## src/rtl/data_mem_pkg.sv

```systemverilog
// Shared types and helpers for the parametrised data memory controller.
// Holds the FSM state type, default geometry and the byte-address decode helpers.
package data_mem_pkg;

    localparam int unsigned DATA_W_DEF = 16;
    localparam int unsigned DEPTH_DEF  = 128;
    localparam int unsigned BYTES      = DATA_W_DEF / 8;
    localparam int unsigned OFF_W      = $clog2(BYTES);
    localparam int unsigned IDX_W      = $clog2(DEPTH_DEF);

    typedef enum logic [1:0] {
        StInit,
        StIdle,
        StWait,
        StResp
    } state_e;

    // Word index: the field directly above the byte offset.
    function automatic logic [31:0] addr_idx(input logic [63:0] addr,
                                             input int unsigned off_w,
                                             input int unsigned idx_w);
        logic [63:0] mask;
        mask = (64'd1 << idx_w) - 64'd1;
        return 32'((addr >> off_w) & mask);
    endfunction

    // Misaligned (nonzero offset) or out of range (bits above the index field).
    function automatic logic addr_err(input logic [63:0] addr,
                                      input int unsigned off_w,
                                      input int unsigned idx_w);
        logic [63:0] off_mask;
        off_mask = (64'd1 << off_w) - 64'd1;
        return (|(addr & off_mask)) || (|(addr >> (off_w + idx_w)));
    endfunction

endpackage

```

## src/rtl/data_mem_array.sv

```systemverilog
// Word-organised RAM with per-byte write enables and a registered read port.
module data_mem_array #(
    parameter int unsigned DATA_W = 16,
    parameter int unsigned DEPTH  = 128
) (
    input  logic                       clk_i,
    input  logic                       we_i,
    input  logic [$clog2(DEPTH)-1:0]   widx_i,
    input  logic [DATA_W-1:0]          wdata_i,
    input  logic [DATA_W/8-1:0]        be_i,
    input  logic                       rd_en_i,
    input  logic [$clog2(DEPTH)-1:0]   rd_idx_i,
    output logic [DATA_W-1:0]          rd_data_o
);

    localparam int unsigned NumBytes = DATA_W / 8;

    logic [DATA_W-1:0] mem_q [DEPTH];
    logic [DATA_W-1:0] rd_data_q;

    always_ff @(posedge clk_i) begin
        if (we_i) begin
            for (int unsigned b = 0; b < NumBytes; b++) begin
                if (be_i[b]) begin
                    mem_q[widx_i][8*b +: 8] <= wdata_i[8*b +: 8];
                end
            end
        end
        if (rd_en_i) begin
            rd_data_q <= mem_q[rd_idx_i];
        end
    end

    assign rd_data_o = rd_data_q;

endmodule

```

## src/rtl/data_memory_ctrl.sv

```systemverilog
// Valid/ready data memory controller: post-reset clear, byte-lane writes,
// configurable wait states and misaligned/out-of-range error responses.
module data_memory_ctrl
    import data_mem_pkg::*;
#(
    parameter int unsigned DATA_W      = DATA_W_DEF,
    parameter int unsigned ADDR_W      = 16,
    parameter int unsigned DEPTH       = DEPTH_DEF,
    parameter int unsigned WAIT_CYCLES = 0
) (
    input  logic                clk,
    input  logic                rst,
    input  logic                req_valid,
    output logic                req_ready,
    input  logic                req_write,
    input  logic [ADDR_W-1:0]   req_addr,
    input  logic [DATA_W-1:0]   req_wdata,
    input  logic [DATA_W/8-1:0] req_be,
    output logic                resp_valid,
    input  logic                resp_ready,
    output logic [DATA_W-1:0]   resp_rdata,
    output logic                resp_err,
    output logic                init_done
);

    localparam int unsigned NumBytes = DATA_W / 8;
    localparam int unsigned OffW     = $clog2(NumBytes);
    localparam int unsigned IdxW     = $clog2(DEPTH);
    localparam logic [3:0]  WaitLoad = (WAIT_CYCLES > 0) ? 4'(WAIT_CYCLES - 1) : 4'd0;

    state_e            state_q, state_d;
    logic [IdxW-1:0]   ptr_q, ptr_d;
    logic [IdxW-1:0]   idx_q, idx_d;
    logic              write_q, write_d;
    logic              err_q, err_d;
    logic [3:0]        cnt_q, cnt_d;
    logic              resp_valid_q, resp_valid_d;
    logic              init_done_q, init_done_d;

    logic [IdxW-1:0]   dec_idx;
    logic              dec_err;

    logic              mem_we;
    logic [IdxW-1:0]   mem_widx;
    logic [DATA_W-1:0] mem_wdata;
    logic [NumBytes-1:0] mem_be;
    logic              rd_en;
    logic [DATA_W-1:0] rd_data;

    assign dec_idx = IdxW'(addr_idx(64'(req_addr), OffW, IdxW));
    assign dec_err = addr_err(64'(req_addr), OffW, IdxW);

    always_comb begin
        state_d      = state_q;
        ptr_d        = ptr_q;
        idx_d        = idx_q;
        write_d      = write_q;
        err_d        = err_q;
        cnt_d        = cnt_q;
        resp_valid_d = resp_valid_q;
        init_done_d  = init_done_q;
        mem_we       = 1'b0;
        mem_widx     = dec_idx;
        mem_wdata    = req_wdata;
        mem_be       = req_be;
        rd_en        = 1'b0;

        unique case (state_q)
            StInit: begin
                mem_we    = 1'b1;
                mem_widx  = ptr_q;
                mem_wdata = '0;
                mem_be    = '1;
                if (ptr_q == IdxW'(DEPTH - 1)) begin
                    state_d     = StIdle;
                    init_done_d = 1'b1;
                end else begin
                    ptr_d = ptr_q + IdxW'(1);
                end
            end
            StIdle: begin
                if (req_valid) begin
                    write_d = req_write;
                    idx_d   = dec_idx;
                    err_d   = dec_err;
                    // Writes commit at acceptance so a later read sees them.
                    mem_we  = req_write && !dec_err;
                    cnt_d   = WaitLoad;
                    state_d = (WAIT_CYCLES > 0) ? StWait : StResp;
                end
            end
            StWait: begin
                if (cnt_q == 4'd0) begin
                    state_d = StResp;
                end else begin
                    cnt_d = cnt_q - 4'd1;
                end
            end
            StResp: begin
                if (!resp_valid_q) begin
                    // First RESP cycle: capture read data once, then hold it.
                    rd_en        = 1'b1;
                    resp_valid_d = 1'b1;
                end else if (resp_ready) begin
                    resp_valid_d = 1'b0;
                    state_d      = StIdle;
                end
            end
            default: state_d = StInit;
        endcase
    end

    always_ff @(posedge clk) begin
        if (rst) begin
            state_q      <= StInit;
            ptr_q        <= '0;
            idx_q        <= '0;
            write_q      <= 1'b0;
            err_q        <= 1'b0;
            cnt_q        <= '0;
            resp_valid_q <= 1'b0;
            init_done_q  <= 1'b0;
        end else begin
            state_q      <= state_d;
            ptr_q        <= ptr_d;
            idx_q        <= idx_d;
            write_q      <= write_d;
            err_q        <= err_d;
            cnt_q        <= cnt_d;
            resp_valid_q <= resp_valid_d;
            init_done_q  <= init_done_d;
        end
    end

    data_mem_array #(
        .DATA_W (DATA_W),
        .DEPTH  (DEPTH)
    ) u_array (
        .clk_i     (clk),
        .we_i      (mem_we && !rst),
        .widx_i    (mem_widx),
        .wdata_i   (mem_wdata),
        .be_i      (mem_be),
        .rd_en_i   (rd_en),
        .rd_idx_i  (idx_q),
        .rd_data_o (rd_data)
    );

    assign req_ready  = (state_q == StIdle);
    assign resp_valid = resp_valid_q;
    assign resp_err   = resp_valid_q && err_q;
    assign resp_rdata = (resp_valid_q && !write_q && !err_q) ? rd_data : '0;
    assign init_done  = init_done_q;

endmodule

```

## config.mk

```make
export PLATFORM = sky130hd
export DESIGN_NAME = data_memory_ctrl
export DESIGN_NICKNAME = d
export VERILOG_FILES = /design/src/rtl/data_mem_pkg.sv /design/src/rtl/data_mem_array.sv /design/src/rtl/data_memory_ctrl.sv
export SDC_FILE = /design/constraint.sdc
export NUM_CORES = 2
export LEC_CHECK = 0
export BUFFER_PORTS_ARGS = -buffer_cell sky130_fd_sc_hd__buf_2
export CORE_MARGIN = 2
export CORE_UTILIZATION = 45
export CTS_CLUSTER_DIAMETER = 30
export DETAILED_ROUTE_END_ITERATION = 6
export PLACE_DENSITY_LB_ADDON = 0.12
export SLEW_MARGIN = 10
export SYNTH_ARGS = -nofsm -noshare
export SYNTH_HDL_FRONTEND = slang
export SYNTH_SLANG_ARGS = --single-unit
```

## constraint.sdc

```tcl
create_clock -name clk -period 8.48 [get_ports clk]
set_input_delay 1.272 -clock clk [delete_from_list [all_inputs] [get_ports clk]]
set_output_delay 1.272 -clock clk [all_outputs]
set_load 0.05 [all_outputs]
```

Word level (Yosys, flattened, before mapping)
Memory sizes are Yosys's and may differ from the RTL's. A register that Yosys moved wholly into a read port is not among the register bits.
Index checks and enable logic that the tools add are counted.
Storage, ports and cells
  output and inout port bits: 20
  memories kept: 1
  input port bits: 39
  register bits: 24
  word-level logic and storage cells: 66
  bits in writable memories: 2048
Memory list
  u_array.mem_q: depth 128, bits a word 16, rd ports 1, clocked after Yosys merged registers in 1, wr ports 1, RTL line data_mem_array.sv:18  | logic [DATA_W-1:0] mem_q [DEPTH];
Operators by class
  reduce and logical (&&, ||, !) cells: 19
  muxes and demuxes: 25
  eq/ne operators: 10
  $add $sub $neg: 2
  bitwise logic cells: 1
Operators with widths (number)
  two-way mux 16 bit: 2
  two-way mux 2 bit: 6
  != test 2 bit, second input constant: 6
  two-way mux 1 bit: 11
  two-way mux 4 bit: 2
  one-hot mux 2 bit (4 select lines): 1
  one-hot mux 4 bit (2 select lines): 1
  OR reduction 8 bit: 1
  adder 7 x 1 -> 7 bit, second input constant: 1
  == test 7 bit, second input constant: 1
  two-way mux 7 bit: 1
  AND reduction 2 bit: 3
  logical AND 1 bit: 5
  AND reduction 5 bit: 1
  == test 2 bit, second input constant: 2
  zero test 1 bit: 4
  zero test 4 bit: 1
  subtractor 4 x 1 -> 4 bit, second input constant: 1
  AND reduction 3 bit: 1
  == test 2 x 1 -> 1 bit, second input constant: 1
  zero test 2 bit: 1
  one-hot mux 1 bit (2 select lines): 1
  nonzero test 2 bit: 1
  logical OR 1 bit: 1
  NOT 1 bit: 1

Depth between registers and ports, before layout
  depth after elaboration: 9
  gate-level depth with buffers: 9
  depth with buffers taken out: 7

Hierarchy
Synthesis repeated with hierarchy kept, for this count alone.
Second synthesis, totals
  cells, all modules: 3412
  area total of the unflattened synthesis: 80683.6 um^2
Modules (own cells, without submodules)
  data_mem_array: seq. area each 61979.4 um^2, instances 1, area each 79226.0 um^2, cells an instance 3236
  data_memory_ctrl: seq. area each 480.5 um^2, instances 1, area each 1457.6 um^2, cells an instance 176

Least setup slack after synthesis
No wires, ideal clock.
  kind: reg2reg
  start point: register state_q[0]
  end point: memory u_array.mem_q[0][10], data pin
  period minus slack after synthesis: 5214 ps
  setup time: 825 ps
  data required time: 7655 ps
  path slack: 3266 ps
  arrival time: 4389 ps
  stages on the path, launching flop included: 7
  buffers on the path: 3
  cells stage by stage: dfxtp_1 inv_1 ha_1 clkbuf_1 clkbuf_1 clkbuf_1 nor2b_1
Between the ends
  word-level cells in the longest chain between the ends: 2
Ends and longest elaborated chain
  from (decl): RTL line data_memory_ctrl.sv:31  | state_e state_q, state_d;
  from (signal assigned): RTL line data_memory_ctrl.sv:115  | state_q <= StInit;
  from (signal assigned): RTL line data_memory_ctrl.sv:124  | state_q <= state_d;
  zero test 2 bit: RTL line data_memory_ctrl.sv:68  | unique case (state_q)
  two-way mux 16 bit: RTL line data_memory_ctrl.sv:68
  named net mem_wdata[10]: RTL line data_memory_ctrl.sv:45  | logic [DATA_W-1:0] mem_wdata;
  to (decl): RTL line data_mem_array.sv:18
The timed path passes the listed nets, and every way through them passes these cells.

Final worst setup path
  start point: input port req_addr[10]
  end point: memory u_array.mem_q[42][6], enable pin
Between the ends
  word-level cells in the longest chain between the ends: 9
Ends and longest elaborated chain
  from (decl): RTL line data_memory_ctrl.sv:16  | input logic [ADDR_W-1:0] req_addr,
  OR reduction 8 bit: RTL line data_mem_pkg.sv:33  | return (|(addr & off_mask)) || (|(addr >> (off_w + idx_w)));
  logical OR 1 bit: RTL line data_mem_pkg.sv:33
  zero test 1 bit: RTL line data_memory_ctrl.sv:87  | mem_we = req_write && !dec_err;
  logical AND 1 bit: RTL line data_memory_ctrl.sv:87
  two-way mux 1 bit: RTL line data_memory_ctrl.sv:82  | if (req_valid) begin
  one-hot mux 1 bit (2 select lines): RTL line data_memory_ctrl.sv:68
  logical AND 1 bit: RTL line data_memory_ctrl.sv:140  | .we_i (mem_we && !rst),
  two-way mux 1 bit: RTL line data_mem_array.sv:22  | if (we_i) begin
  two-way mux 1 bit (implied by the code): RTL line data_mem_array.sv:25  | mem_q[widx_i][8*b +: 8] <= wdata_i[8*b +: 8];
Every way passes these cells.

==> flow_summary.toml <==
[logic_synthesis]
ys_seq_area_frac = 0.7730
yosysMostFrequentCell = "edfxtp_1"
synth_nets = 3481
yosysWarnings = 0
synth-edff-count = 2064
synth_commonest_cells = "2,064 x edfxtp_1, 672 x mux4_2, 275 x nor2_1"
synth_cell_type_count = 36
ys.flop_type = "edfxtp_1"
syn_area_per_cell_sq_um = 23.52
async_reset_ff_frac = 0
syn_inst = 3436
synth_top_area_frac = 0.7671
syn_area_sq_um = 80800
synth_area_leader_cell = "edfxtp_1"
synth-seq-cells = 2088
yosys-top-cells-area = "edfxtp_1 77%, mux4_2 19%, nor2_1 1.3%"

[setup_path]
worst-path-max-fanout = 10
cp.required_ns = 9.01
reg2reg_to = "u_array.mem_q[90][10]"
start_kind = "input port"
crit_type = "input port to flop"
ff2ff_setup_slack_ns = 3.95
cp.arrival_ns = 5.27
end_kind = "flop"
reg2reg_from = "state_q[0]"
ff2ff_path_depth = 7

[cts]
cts_sinks = 2088
htree_levels = 5
numCtsBuffers = 403
cts.clk_slew.worst_paths_ns = 0.05
cts_buffer_depth = 4
cts_resized = 0
cts_tree = "yes"
cts_setup_buffers = 0
insertion_delay_ns = 0.95
cts_root_buf = "clkbuf_16"
cts_hold_buf = 0

[power_and_ir_drop]
ir_drop_mv = 0.2210
leakage_uw = 0.03047
power.density_nw_per_um2 = 321.9

[detailed_routing]
routed_wl_um = 211000
ant_nets = 0
via_count = 38920
vias_per_cell = 6.031
drtPass1Iterations = 7
drt_iter0_drc = 5017
wl_per_cell_um = 32.70
drc = 12

[timing]
rsz0062_at_grt = "no"
post-route-period-util = 0.5579
fin_tns_setup_ns = 0
setup_viol = 0
period_minus_slack_ns = 4.731
slew_viol_final = 0
worst_slew_pin_slew_ns = 1.225
max_freq_mhz = 211.4
skew_ns = 0.04742
hold_viol_final = 0
slew_headroom = 0.1837

[cells_and_area]
fin_util = 0.5472
final_area_sq_um = 97640
drive_above_1_share = 0.3700
final-seq-area_sq_um = 62480
area_delta_synth_final_pct = 20.84
nFillCells = 12930
multi_input_area_sq_um = 17590
nNetsFinal = 3809

[place]
place.port_buffers = 58
placed_cell_area_sq_um = 83970
place.gp.congestion = 0.8415
hpwl_um = 124600

[status]
violations = "design-rule violations"
status = "finished, violations left"

[grt]
grt_max_degree = 137
grt_remaining_overflow = 0
antenna_found_initial = 15
grt_pass1_wl_um = 300800
grt_pass1_vias = 39530
grtUsageTotal = 0.2332

[die]
fp.dieH_um = 427.7
start_util = 0.4529
die-area_sq_um = 183000
core_area_sq_um = 178400
rows = 155
die_w_um = 427.7
io_pins = 59

[worst_hold_path]
hold_start = "write_q"
hold_end = "write_q"
min_path_cells = 2
hold_path_class = "flop to flop"

[flow_run]
maxCapViolCount = 0
[placed cells by master (no fill, tap or decap), types with 4 or more instances in the layout]
cell | synthesis | final
a21oi_1 | 13 | 13
and2_1 | 18 | 18
buf_12 | 0 | 14
buf_2 | 42 | 58
buf_4 | 7 | 50
bufinv_16 | 0 | 46
clkbuf_1 | 117 | 23
clkbuf_16 | 0 | 408
clkinv_1 | 0 | 28
clkinv_2 | 0 | 38
clkinv_4 | 0 | 51
clkinv_8 | 0 | 4
clkinvlp_4 | 0 | 43
dfxtp_1 | 24 | 18
dfxtp_4 | 0 | 4
diode_2 | 0 | 14
edfxtp_1 | 2064 | 2064
ha_1 | 6 | 5
inv_1 | 4 | 4
inv_6 | 0 | 64
inv_8 | 0 | 19
mux2_2 | 17 | 17
mux4_2 | 672 | 672
nand2_1 | 48 | 48
nand2b_1 | 7 | 7
nand3_1 | 6 | 6
nand3b_1 | 6 | 6
nand4b_1 | 16 | 16
nor2_1 | 275 | 275
nor2b_4 | 0 | 16
o21ai_0 | 9 | 9
xor2_1 | 4 | 4
[sequential cells by signal, indices dropped and copies added, names as in the netlist]
name,count
err_q,1
state_q,2
cnt_q,4
write_q,1
idx_q,7
ptr_q,7
resp_valid,1
u_array.rd_data_o,16
init_done,1
u_array.mem_q,2048
[through the flow]
stage	std cells	hold slack, ns	setup WS, ns	total power (uW)
after floorplan	3436	0.4365	3.266	14340
after global placement	5713	0.4604	2.834	15910
after detailed placement	5713	0.4727	2.833	15920
after CTS	6438	0.4781	3.770	31680
after global routing	6452	0.4948	3.710	32320
final	6453	0.4827	3.749	31430
[report_power, final]
part           total, uW  internal [uW]  switching [uW]
Clock              15800          10300            5450
Combinational       3360           1030            2330
Sequential         12300          12200             134
[per-layer routing]
metal,vias to the layer above,global-route usage,part of all wire
li1,15490,-,-
met1,21000,0.3342,0.41
met2,2117,0.3678,0.49
met3,314,0.04482,0.079
met4,0,0.06825,0.023
met5,-,0,0
[cell families after synthesis]
kind of cell | count (synthesis) | synth area share
and+or+nand+nor | 405 | 0.02187
DFF | 2088 | 0.7730
muxes | 692 | 0.1901
buffers and inverters | 204 | 0.01092
xor gates and xnor gates | 7 | 0.0007588
adders and majority gates | 6 | 0.0009291
AOI/OAI and AO/OA | 34 | 0.002447
[cell type report]
cell class | instances | area share
repair buffers | 123 | 0.009970
clock inverters | 294 | 0.03386
flip-flops and latches | 2088 | 0.6399
inverters | 4 | 0.0001538
diodes | 14 | 0.0003588
multi-input cells | 1144 | 0.1801
clock buffers | 431 | 0.1055
well taps | 2355 | 0.03018
[worst max-delay path: stages]
cell and delay [ns]:
buf_2 0.10, or4_1 0.77, nor4_1 0.60, a41o_1 0.54, nand4b_1 0.82, buf_4 0.54, nor2_1 0.59
[how the worst max path moves through the flow]
stage,cells after the start,to,from
after detailed placement,7,u_array.mem_q[18][0],req_addr[10]
after global placement,7,u_array.mem_q[34][5],req_addr[10]
final,7,u_array.mem_q[42][6],req_addr[10]
after CTS,7,u_array.mem_q[42][6],req_addr[10]
after global routing,7,u_array.mem_q[103][13],req_addr[10]
after floorplan,6,u_array.mem_q[0][10],state_q[0]
No activity file was read; power rests on OpenSTA's default activity.
